<file path="src/rtl/pipe_ctrl_pkg.sv">
// pipe_pkg: default geometry, stage and register index constants for pipe_ctrl.
package pipe_pkg;
  localparam int unsigned PIPE_STAGES    = 4;
  localparam int unsigned PIPE_NREGS     = 8;
  localparam int unsigned PIPE_CNT_W     = 3;
  localparam int unsigned PIPE_JMP_STAGE = 1;

  localparam int unsigned STG_AG = 0;
  localparam int unsigned STG_MR = 1;
  localparam int unsigned STG_EX = 2;
  localparam int unsigned STG_MW = 3;

  localparam int unsigned EAX = 0;
  localparam int unsigned ECX = 1;
  localparam int unsigned EDX = 2;
  localparam int unsigned EBX = 3;
  localparam int unsigned ESP = 4;
  localparam int unsigned EBP = 5;
  localparam int unsigned ESI = 6;
  localparam int unsigned EDI = 7;

  function automatic logic [PIPE_NREGS-1:0] reg_mask(input int unsigned idx);
    return PIPE_NREGS'(1) << idx;
  endfunction
endpackage

</file>
<file path="src/rtl/pipe_ctrl_scoreboard.sv">
// pipe_scoreboard: per-register count of in-flight writes; nz flags registers with pending writes.
module pipe_scoreboard
  import pipe_pkg::*;
#(
  parameter int unsigned NREGS = PIPE_NREGS,
  parameter int unsigned CNT_W = PIPE_CNT_W
) (
  input  logic             clk,
  input  logic             r,
  input  logic [NREGS-1:0] inc_mask,
  input  logic [NREGS-1:0] dec_mask,
  output logic [NREGS-1:0] nz
);
  logic [CNT_W-1:0] pend_q [NREGS];
  logic [CNT_W-1:0] pend_d [NREGS];

  always_comb begin
    for (int unsigned k = 0; k < NREGS; k++) begin
      pend_d[k] = pend_q[k];
      case ({inc_mask[k], dec_mask[k]})
        2'b10:   pend_d[k] = pend_q[k] + CNT_W'(1);
        2'b01:   pend_d[k] = pend_q[k] - CNT_W'(1);
        default: pend_d[k] = pend_q[k];
      endcase
      nz[k] = (pend_q[k] != '0);
    end
  end

  always_ff @(posedge clk) begin
    for (int unsigned k = 0; k < NREGS; k++) begin
      if (r) pend_q[k] <= '0;
      else   pend_q[k] <= pend_d[k];
    end
  end
endmodule

</file>
<file path="src/rtl/pipe_ctrl.sv">
// pipe_ctrl: stage valids/latch enables, RAW scoreboard and jump-in-flight flag for the in-order pipe.
// Optional PIPE_CTRL_PERF_EN adds retire_cnt/stall_cnt performance counters.
module pipe_ctrl
  import pipe_pkg::*;
#(
  parameter int unsigned STAGES    = PIPE_STAGES,
  parameter int unsigned NREGS     = PIPE_NREGS,
  parameter int unsigned CNT_W     = PIPE_CNT_W,
  parameter int unsigned JMP_STAGE = PIPE_JMP_STAGE
) (
  input  logic              clk,
  input  logic              r,
  input  logic              de_v,
  input  logic [NREGS-1:0]  de_src_mask,
  input  logic [NREGS-1:0]  de_dst_mask,
  input  logic              de_jmp,
  input  logic [STAGES-1:0] stage_stall,
  output logic              issue,
  output logic              ld_de,
  output logic [STAGES-1:0] ld,
  output logic [STAGES-1:0] v,
  output logic              reg_dep,
  output logic              jmp_pend,
  output logic              wb
`ifdef PIPE_CTRL_PERF_EN
  ,
  output logic [31:0]       retire_cnt,
  output logic [31:0]       stall_cnt
`endif
);
  logic [STAGES-1:0]            hold;
  logic [STAGES-1:0]            v_q, v_d;
  logic [STAGES-1:0]            jmp_q, jmp_d;
  logic [STAGES-1:0][NREGS-1:0] dst_q, dst_d;
  logic [NREGS-1:0]             nz, inc_mask, dec_mask;

  always_comb begin
    // A stall anywhere downstream holds every stage at or above it.
    hold = '0;
    for (int unsigned i = 0; i < STAGES; i++) hold[i] = |(stage_stall >> i);
    ld       = ~hold;
    reg_dep  = de_v & |(de_src_mask & nz);
    issue    = de_v & ~reg_dep & ~hold[0];
    ld_de    = ~de_v | issue;
    wb       = v_q[STAGES-1] & ~stage_stall[STAGES-1];
    jmp_pend = de_v & de_jmp;
    for (int unsigned i = 0; i < STAGES; i++) begin
      if (i <= JMP_STAGE) jmp_pend = jmp_pend | (v_q[i] & jmp_q[i]);
    end
    inc_mask = issue ? de_dst_mask : '0;
    dec_mask = wb ? dst_q[STAGES-1] : '0;

    v_d   = v_q;
    dst_d = dst_q;
    jmp_d = jmp_q;
    if (ld[0]) begin
      v_d[0]   = issue;
      dst_d[0] = issue ? de_dst_mask : '0;
      jmp_d[0] = issue & de_jmp;
    end
    for (int unsigned i = 1; i < STAGES; i++) begin
      if (ld[i]) begin
        v_d[i]   = v_q[i-1] & ~hold[i-1];
        dst_d[i] = v_d[i] ? dst_q[i-1] : '0;
        jmp_d[i] = v_d[i] & jmp_q[i-1];
      end
    end
  end

  always_ff @(posedge clk) begin
    if (r) begin
      v_q   <= '0;
      dst_q <= '0;
      jmp_q <= '0;
    end else begin
      v_q   <= v_d;
      dst_q <= dst_d;
      jmp_q <= jmp_d;
    end
  end

  assign v = v_q;

  pipe_scoreboard #(
    .NREGS (NREGS),
    .CNT_W (CNT_W)
  ) u_sb (
    .clk      (clk),
    .r        (r),
    .inc_mask (inc_mask),
    .dec_mask (dec_mask),
    .nz       (nz)
  );

`ifdef PIPE_CTRL_PERF_EN
  logic [31:0] retire_cnt_q, retire_cnt_d;
  logic [31:0] stall_cnt_q, stall_cnt_d;

  always_comb begin
    retire_cnt_d = retire_cnt_q + {31'b0, wb};
    stall_cnt_d  = stall_cnt_q + {31'b0, de_v & ~issue};
  end

  always_ff @(posedge clk) begin
    if (r) begin
      retire_cnt_q <= '0;
      stall_cnt_q  <= '0;
    end else begin
      retire_cnt_q <= retire_cnt_d;
      stall_cnt_q  <= stall_cnt_d;
    end
  end

  assign retire_cnt = retire_cnt_q;
  assign stall_cnt  = stall_cnt_q;
`endif
endmodule

</file>
<file path="config.mk">
export PLATFORM = sky130hd
export DESIGN_NAME = pipe_ctrl
export DESIGN_NICKNAME = d
export VERILOG_FILES = /design/src/rtl/pipe_ctrl_pkg.sv /design/src/rtl/pipe_ctrl_scoreboard.sv /design/src/rtl/pipe_ctrl.sv
export SDC_FILE = /design/constraint.sdc
export NUM_CORES = 1
export LEC_CHECK = 0
export CAP_MARGIN = 20
export CORE_MARGIN = 8
export CORE_UTILIZATION = 57
export CTS_BUF_LIST = sky130_fd_sc_hd__clkbuf_8
export DETAILED_ROUTE_END_ITERATION = 8
export MAX_ROUTING_LAYER = met4
export PLACE_DENSITY = 0.82
export SLEW_MARGIN = 25
export SYNTH_ARGS = -nofsm -noshare
export SYNTH_HDL_FRONTEND = slang
export SYNTH_SLANG_ARGS = --single-unit
</file>
<file path="constraint.sdc">
create_clock -name clk -period 2.7 [get_ports clk]
set_input_delay 0.54 -clock clk [delete_from_list [all_inputs] [get_ports clk]]
set_output_delay 0.54 -clock clk [all_outputs]
set_load 0.005 [all_outputs]
</file>
==> flow_summary.toml, run 1 <==
[run_status]
status = "finished clean"

[floorplan]
dieArea_mm2 = 0.00738
die_w_um = 85.9
core_area_mm2 = 0.00472
num_rows = 25
start_util_pct = 59.0
die_y_um = 85.9
ios = 37

[synthesis]
synth-seq-cells = 62
syn_area_mm2 = 0.00279
ys_top_cells_by_area = "dfxtp_1, nor2_1, fa_1"
synthArstFlopShare_pct = 0
ys_warn_count = 0
synth_top_area_share_pct = 44.5
synth_area_per_cell_um2 = 8.93
ys_seq_area_share_pct = 44.5
synth_nets = 352
synth_flop_cell = "dfxtp_1"
synth_cell_types = 30
synth_top_cell_by_area = "dfxtp_1"
synth-edff-count = 0
synthCells = 312

[sta]
fin_skew_ns = 0.00636
fin_crit_ns = 2.65
slew_headroom_pct = 58.0
layout_worst_path_cycle_share_pct = 98.0
setup_viol = 0
drv_slew = 0
worst_pin_slew_ns = 0.628
final.setup.tns_ns = 0
max_freq_ghz = 0.378
hold_viol_final = 0

[routing]
drt-vias-per-instance = 5.33
wirelength_um = 6420
num_vias = 2391
drcViolationCount = 0
drt.antenna.violating_nets = 0
drt_iter0_markers = 108
routedWlPerCell_um = 14.3
first_pass_iters = 4

[worst_setup_path]
crit_path_end_kind = "primary output"
required_ns = 2.16
path_class = "in -> out"
startpoint_type = "input pin"
crit_arrival_ns = 2.11
crit_fanout = 2

[hold_path]
hold_class = "reg -> reg"

[final_layout]
final_area_mm2 = 0.00370
antenna_cells = 0
num-nets-final = 418
fill_cells = 311
finalNonFillerCells = 449
layout-drive-gt1-share_pct = 19.1
area_delta_synth_final_pct = 32.8

[power]
p_total_mw = 1.82
p_leak_nw = 1.38
ir_drop_v = 0.000417
powerDensity_mw_per_mm2 = 492

[clock_network]
cts_hold_buf = 0
cts.sinks = 62
cts_root_buf = "clkbuf_8"
h-tree-depth = 3
cts_buffer_depth = 2
cts_inserted_buffers = 9
cts_tree = "yes"
clk_pin_slew_worst_paths_ns = 0.06
insertion_delay_ns = 0.34

[placed_design]
placed_area_mm2 = 0.00338
dpl.hpwl_um = 4580
placedCellCount = 429
place_congestion = 0.763
io_buffer_count = 36

[run]
maxCapViolCount = 0

[global_route]
grt_remaining_overflow = 0
antenna_found_initial = 0
grt_max_degree = 29
grt_first_pass_wirelength_um = 10400
grt_pass1_vias = 2366
track_usage_pct = 18.7
[metrics by stage]
| step | worst slack, ns | util (%) | hold slack, ns |
|---|---|---|---|
| 6_report | 0.0528 | 78.4 | 0.454 |
| 5_1_grt | -0.0300 | 78.4 | 0.478 |
| 4_1_cts | 0.00665 | 76.0 | 0.455 |
| 3_5_place_dp | -0.312 | 71.5 | 0.445 |
| 3_3_place_gp | -0.269 | 71.5 | 0.440 |
| 2_1_floorplan | 0.173 | - | 0.432 |
[power breakdown]
group | total (mW) | switching [mW] | internal (mW) | leakage [nW]
Combinational | 0.114 | 0.0563 | 0.0579 | 0.776
Clock | 0.784 | 0.345 | 0.439 | 0.0993
Sequential | 0.921 | 0.00290 | 0.918 | 0.499
[path summary, 6_finish.rpt]
| kind | cells after the start | startpoint | slack, ns | to |
|---|---|---|---|---|
| hold / removal | 2 | dst_q[12]$_SDFFE_PP0P_ | 0.45 | dst_q[12]$_SDFFE_PP0P_ |
| setup / recovery | 6 | de_src_mask[2] | 0.05 | reg_dep |
| setup reg to reg | 13 | u_sb.pend_q[1][2]$_SDFFE_PP0P_ | 0.13 | u_sb.pend_q[0][5]$_SDFFE_PP0P_ |
| hold reg to reg | 2 | dst_q[12]$_SDFFE_PP0P_ | 0.45 | dst_q[12]$_SDFFE_PP0P_ |
[layout by cell type (no fill, tap or decap), drive strengths merged, types with 9 or more instances in the layout]
cell type      netlist  routed
and2                10      10
a21oi               28      28
buf                  5      36
or3                  9       9
nand2               21      21
a22oi               16      16
nand3                9       9
clkbuf              11      10
xor2                16      16
clkdlybuf4s50        0      24
dfxtp               62      62
inv                 29      30
nor2                43      43
[critical path, stage by stage]
cell and delay, ns:
clkdlybuf4s50_1 0.41, o31ai_2 0.07, nand4_1 0.25, buf_4 0.22, o21a_1 0.18, clkdlybuf4s50_1 0.44
[final cells by class]
class,count,area (um2),share of cell area (%)
clock buffer,10,138,3.72
multi-input combinational,205,1440,38.9
timing repair buffer,71,638,17.2
inverter,29,109,2.94
clock inverter,5,51.3,1.39
sequential,62,1240,33.5
tap,67,83.8,2.27
[logic make-up after synthesis]
| kind of cell | synth area share, % |
|---|---|
| compound gates | 17.1 |
| xor+xnor | 5.03 |
| fa+ha+maj | 9.34 |
| buf+inv | 6.51 |
| flops | 44.5 |
| simple gates | 17.5 |
[Yosys cell counts (2+ instances only)]
cell       n
nor2b_1    2
a22oi_1   16
nor2_1    43
nand2_1   20
xor2_1    16
ha_1       8
dfxtp_1   62
o31ai_1    8
clkbuf_1  11
and2_1    10
a32o_1     8
or3_1      9
fa_1       8
inv_1     28
nand3_1    9
o21ai_0    8
nand4_1    3
a21oi_1   28
buf_2      4
[per-layer routing]
metal	GRT usage (%)	vias to the layer above	share of wire, %
met3	7.45	10	4.8
met4	5.25	0	1.6
met2	30.9	51	50
met5	-	-	0
li1	-	1187	-
met1	20.2	1143	43
[registers in the layout, indices dropped and copies added, names as in the netlist]
signal,count
u_sb.pend_q,24
dst_q,32
jmp_q,2
v,4
[what timing repair did]
action                     CTS  global route
resized for setup            7            26
setup buffers                3             2
pin swaps                    5            14
gates cloned                 0             0
setup endpoints to repair    5            11
Power figures use the tool's default switching activity.
==> inputs of run 2 (changes only) <==
--- a/config.mk
+++ b/config.mk
@@ -10,6 +10,7 @@
 export CORE_UTILIZATION = 57
 export CTS_BUF_LIST = sky130_fd_sc_hd__clkbuf_8
 export DETAILED_ROUTE_END_ITERATION = 8
+export GPL_TIMING_DRIVEN = 0
 export MAX_ROUTING_LAYER = met4
 export PLACE_DENSITY = 0.82
 export SLEW_MARGIN = 25
==> run 2 against run 1 <==
Register-to-register slack about the same. Worst hold slack worse by 0.00073 ns. Sequential power barely moved. Clock-buffer cell count up 1. Flip-flop and latch count did not move. Cell area fell by 0.85%. Die area unchanged. Maximum frequency barely moved. Combinational power hardly changed. Wire length increased by 5.0%. Highest routed layer unchanged.
==> flow_summary.toml, run 2 (synthesis results as in run 1) <==
[worst_setup_path]
critical_path.startpoint = "de_src_mask[2]"
required_ns = 2.97
crit-reg2reg-launch = "u_sb.pend_q[0][6]$_SDFFE_PP0P_"
startpoint_type = "input pin"
crit_fanout = 4
path_class = "in -> reg"
worstRegToRegCells = 13
crit_arrival_ns = 2.91
crit_path_end_kind = "flip-flop"

[sta]
final.setup.tns_ns = 0
fin_crit_ns = 2.65
layout_worst_path_cycle_share_pct = 98.1
drv_slew = 0
hold_viol_final = 0
max_freq_ghz = 0.378
worst_pin_slew_ns = 0.606
fin_skew_ns = 0.00996
setup_viol = 0
slew_headroom_pct = 59.5

[routing]
drt_iter0_markers = 159
routed-wl-met3_um = 288
drt.antenna.violating_nets = 0
drcViolationCount = 0
routedWlPerCell_um = 15.3
num_vias = 2412
wirelength_um = 6740
first_pass_iters = 4
drt-vias-per-instance = 5.46
wl_met2_um = 3430
top_layer_used = "met4"
drt-met1-wl_um = 2880

[final_layout]
area_delta_synth_final_pct = 31.7
num-nets-final = 410
layout-drive-gt1-share_pct = 16.5
antenna_cells = 0
mostFrequentLayoutCells = "dfxtp_1, nor2_1, inv_1, clkdlybuf4s50_1, a21oi_1"
max_flop_register = "dst_q"
layout_commonest_cell = "dfxtp_1"
largest_reg_flops = 32
fill_cells = 322
final_core_util_pct = 77.7

[hold_path]
worstHoldStart = "dst_q[8]$_SDFFE_PP0P_"
whs_path_depth = 2
hold_class = "reg -> reg"

[placed_design]
place_congestion = 0.785
io_buffer_count = 35
dpl.hpwl_um = 4590

[run]
maxCapViolCount = 0

[clock_network]
insertion_delay_ns = 0.33
h-tree-depth = 3
cts_hold_buf = 0
cts_tree = "yes"
clk_pin_slew_worst_paths_ns = 0.07
cts_buffer_depth = 2
cts_root_buf = "clkbuf_8"
cts.sinks = 62
cts_inserted_buffers = 9

[floorplan]
die_w_um = 85.9
dieArea_mm2 = 0.00738
num_rows = 25
core_area_mm2 = 0.00472
start_util_pct = 59.0
ios = 37
die_y_um = 85.9

[global_route]
grt_remaining_overflow = 0
grt_pass1_vias = 2421
grt_first_pass_wirelength_um = 10900
antenna_found_initial = 0
track_usage_pct = 19.0
grt_max_degree = 13

[power]
ir_drop_v = 0.000445
powerDensity_mw_per_mm2 = 564
p_leak_nw = 1.30

[run_status]
status = "finished clean"
-- run 2: cell types whose count changed in the layout (fill, tap and decap cells not counted), moves of 2 or more --
| cell | before | now |
|---|---|---|
| buf_4 | 32 | 10 |
| bufinv_16 | 1 | 3 |
| clkinv_2 | 2 | 0 |
| dlymetal6s2s_1 | 6 | 2 |
| ha_2 | 3 | 7 |
| ha_1 | 4 | 0 |
| clkbuf_1 | 0 | 11 |
| fa_1 | 4 | 1 |
| buf_2 | 1 | 3 |
| fa_2 | 4 | 7 |
| clkdlybuf4s50_1 | 24 | 28 |
-- run 2: critical path, stage by stage --
cell and delay, ns:
clkdlybuf4s50_1 0.47, o31ai_2 0.07, nand4_1 0.11, buf_6 0.13, nor3_4 0.05, buf_6 0.12
buf_4 0.12, nand2_1 0.06, ha_2 0.18, inv_1 0.05, fa_1 0.37, xor2_1 0.16
or3_1 0.34, a21oi_2 0.13
-- run 2: metrics by stage --
stage	hold slack [ns]	setup WS (ns)	total power, mW	cells	instance area [um2]
final	0.453	0.0525	2.07	442	3670
after detailed placement	0.445	-0.651	1.05	414	3220
after floorplan	0.432	0.173	0.981	312	2790
after CTS	0.454	0.00374	2.07	439	3560
after global placement	0.439	-0.608	1.05	414	3220
after global routing	0.479	-0.0377	2.12	442	3670
-- run 2: routing by layer --
metal,vias up,GRT usage [%]
li1,1172,-
met1,1165,21.2
met2,60,32.5
met3,15,3.63
met4,0,8.12
met5,-,-
-- run 2: timing repair --
item	in CTS	in global routing
endpoints found under the setup margin	19	11
resized for setup	12	24
pin swaps	12	20
setup buffers	10	3
-- run 2: layout make-up --
type	count	area (um2)	area share [%]
well taps	67	83.8	2.28
inverters	29	109	2.97
multi-input cells	205	1450	39.6
plain buffers	15	67.6	1.84
clock buffers	11	151	4.13
flip-flops and latches	62	1240	33.8
clock inverters	5	105	2.86
repair buffers	48	458	12.5
-- run 2: path summary, 6_finish.rpt --
check	slack, ns	end
worst max-delay path	0.05	u_sb.pend_q[1][8]$_SDFFE_PP0P_
worst min-delay path	0.45	dst_q[8]$_SDFFE_PP0P_
worst max register to register	0.14	u_sb.pend_q[0][8]$_SDFFE_PP0P_
worst min register to register	0.45	dst_q[8]$_SDFFE_PP0P_
-- run 2: power breakdown --
part / internal, mW / total, mW / switching, mW / leakage, nW
sequential: 0.918 / 0.921 / 0.00298 / 0.499
clock: 0.664 / 1.04 / 0.374 / 0.122
combinational: 0.0525 / 0.111 / 0.0587 / 0.675
==> inputs of run 3 (changes only) <==
--- a/config.mk
+++ b/config.mk
@@ -13,7 +13,8 @@
 export GPL_TIMING_DRIVEN = 0
 export MAX_ROUTING_LAYER = met4
 export PLACE_DENSITY = 0.82
-export SLEW_MARGIN = 25
+export SETUP_SLACK_MARGIN = 0.5
+export SLEW_MARGIN = 5
 export SYNTH_ARGS = -nofsm -noshare
 export SYNTH_HDL_FRONTEND = slang
 export SYNTH_SLANG_ARGS = --single-unit
==> run 3 against run 2 <==
Clock skew down 0.0027 ns. Power down 13%. Final cell count up 2.0%. Non-clock buffer count up 10. Maximum frequency up 2.8%. Clock-buffer cell count up 2. Global-route usage up 2.7 points. Register-to-register slack worse by 0.02 ns.
==> flow_summary.toml, run 3 (synthesis results as in run 1) <==
[global_route]
grt_pass1_vias = 2473
gr-usage-met3_pct = 6.49
track_usage_pct = 21.7
top_usage_layer = "met2"
grt_max_degree = 11
antenna_found_initial = 0
grtUsageMet2_pct = 33.2
use_met1_pct = 25.5
grt_first_pass_wirelength_um = 12000
grt_remaining_overflow = 0

[worst_setup_path]
path_class = "reg -> reg"
max_stage_delay_ns = 0.37
cp_slowest_cell = "or3_1"
crit-reg2reg-launch = "u_sb.pend_q[0][7]$_SDFFE_PP0P_"
required_ns = 2.96
critical_path.startpoint = "u_sb.pend_q[0][7]$_SDFFE_PP0P_"
crit_path_cell_trace = "o31ai_4 > nand4_1 > nor3_4 > buf_6 > buf_6 > buf_6 > nand2_4 > ha_4 > inv_2 > fa_2 > xor2_1 > or3_1 > a21oi_2"
crit_fanout = 4
crit_arrival_ns = 2.84
r2r_slack_ns = 0.12
startpoint_type = "flip-flop"
worstRegToRegCells = 13
crit_path_end = "u_sb.pend_q[1][2]$_SDFFE_PP0P_"
cp_common_cell = "buf_6"
timing.rr.end = "u_sb.pend_q[1][2]$_SDFFE_PP0P_"
crit_path_end_kind = "flip-flop"

[clock_network]
h-tree-depth = 3
cts_tree = "yes"
clk_pin_slew_worst_paths_ns = 0.07
insertion_delay_ns = 0.33
cts_buffer_depth = 2
cts_root_buf = "clkbuf_8"
cts_inserted_buffers = 9
cts.sinks = 62
cts_hold_buf = 0

[sta]
fin_crit_ns = 2.58
drv_slew = 0
worst_pin_slew_ns = 0.639
setup_ws_ns = 0.125
slew_headroom_pct = 57.2
max_freq_ghz = 0.388
setup_viol = 0
rsz0062_at_grt = "true"
hold_viol_final = 0
whs_ns = 0.452
fin_skew_ns = 0.00727
layout_worst_path_cycle_share_pct = 95.4

[final_layout]
final_area_mm2 = 0.00384
area_delta_synth_final_pct = 38.0
num-nets-final = 420
mostFrequentLayoutCells = "dfxtp_1, nor2_1, a21oi_1"
largest_reg_flops = 32
layout_commonest_cell = "dfxtp_1"
max_flop_register = "dst_q"
antenna_cells = 0
layout-drive-gt1-share_pct = 28.9

[floorplan]
start_util_pct = 59.0
die_w_um = 85.9
ios = 37
die_y_um = 85.9
num_rows = 25
dieArea_mm2 = 0.00738
core_area_mm2 = 0.00472

[run_status]
status = "finished clean"

[routing]
drcViolationCount = 0
num_vias = 2513
routedWlPerCell_um = 17.7
drt.antenna.violating_nets = 0
drt-vias-per-instance = 5.57
first_pass_iters = 4
wirelength_um = 8000
drt_iter0_markers = 199

[run]
maxCapViolCount = 0

[placed_design]
dp_slack_ns = -0.766
place_congestion = 0.792
dpl.hpwl_um = 4880
io_buffer_count = 35
placed_area_mm2 = 0.00330

[power]
p_clk_share_pct = 42.3
p_seq_share_pct = 50.9
p_comb_share_pct = 6.7
p_int_mw = 1.39
switching_share_pct = 22.9
powerDensity_mw_per_mm2 = 470
power_switching_mw = 0.413
ir_drop_v = 0.000363
p_leak_nw = 1.38

[hold_path]
hold_class = "reg -> reg"
[run 3: critical path, delay by kind of cell (launching register included)]
family / cells / cell delay [ns]
xor+xnor: 1 / 0.07
simple gates: 4 / 0.90
buf+inv: 4 / 0.41
flops: 1 / 0.36
compound gates: 2 / 0.40
fa+ha+maj: 2 / 0.34
[run 3: worst min path at each step]
| stage | startpoint | endpoint | slack (ns) | cells past startpoint |
|---|---|---|---|---|
| 5_1_grt | dst_q[9]$_SDFFE_PP0P_ | dst_q[9]$_SDFFE_PP0P_ | 0.47 | 2 |
| 3_3_place_gp | dst_q[13]$_SDFFE_PP0P_ | dst_q[13]$_SDFFE_PP0P_ | 0.44 | 2 |
| 2_1_floorplan | jmp_q[1]$_SDFFE_PP0P_ | jmp_q[1]$_SDFFE_PP0P_ | 0.43 | 2 |
| 6_report | dst_q[13]$_SDFFE_PP0P_ | dst_q[13]$_SDFFE_PP0P_ | 0.45 | 2 |
| 4_1_cts | dst_q[13]$_SDFFE_PP0P_ | dst_q[13]$_SDFFE_PP0P_ | 0.45 | 2 |
| 3_5_place_dp | dst_q[13]$_SDFFE_PP0P_ | dst_q[13]$_SDFFE_PP0P_ | 0.44 | 2 |
[run 3: what timing repair did]
item / CTS / global route
endpoints found under the setup margin: 33 / 26
buffers inserted: 12 / 10
pin swaps: 19 / 18
gates resized for setup: 56 / 36
[run 3: per-layer routing]
layer  share of wire, %  up-vias
li1                   -     1190
met1                 43     1216
met2                 49       92
met3                5.8       15
met4                1.8        0
met5                  0        -
[run 3: layout make-up]
type / instances / area (um2)
multi-input combinational: 205 / 1630
sequential: 62 / 1250
fill: 301 / 878
timing repair buffer: 57 / 500
clock buffer: 13 / 179
inverter: 29 / 109
buffer: 16 / 83.8
tap: 67 / 83.8
clock inverter: 2 / 7.51
[run 3: power groups by stage]
| stage | combinational (mW) | clock (mW) | sequential, mW |
|---|---|---|---|
| after CTS | 0.109 | 0.769 | 0.921 |
| after global routing | 0.129 | 0.819 | 0.920 |
| after global placement | 0.106 | 0 | 0.941 |
| final | 0.121 | 0.765 | 0.921 |
| after detailed placement | 0.108 | 0 | 0.942 |
| after floorplan | 0.0420 | 0 | 0.941 |
[run 3: per-stage QoR]
stage	total power, mW	setup TNS [ns]	utilization, %	cells
2_1_floorplan	0.983	0	-	312
3_3_place_gp	1.05	-12.76	69.8	414
3_5_place_dp	1.05	-14.27	69.8	414
4_1_cts	1.80	0	77.3	441
5_1_grt	1.87	-0.00729	81.4	451
6_report	1.81	0	81.4	451
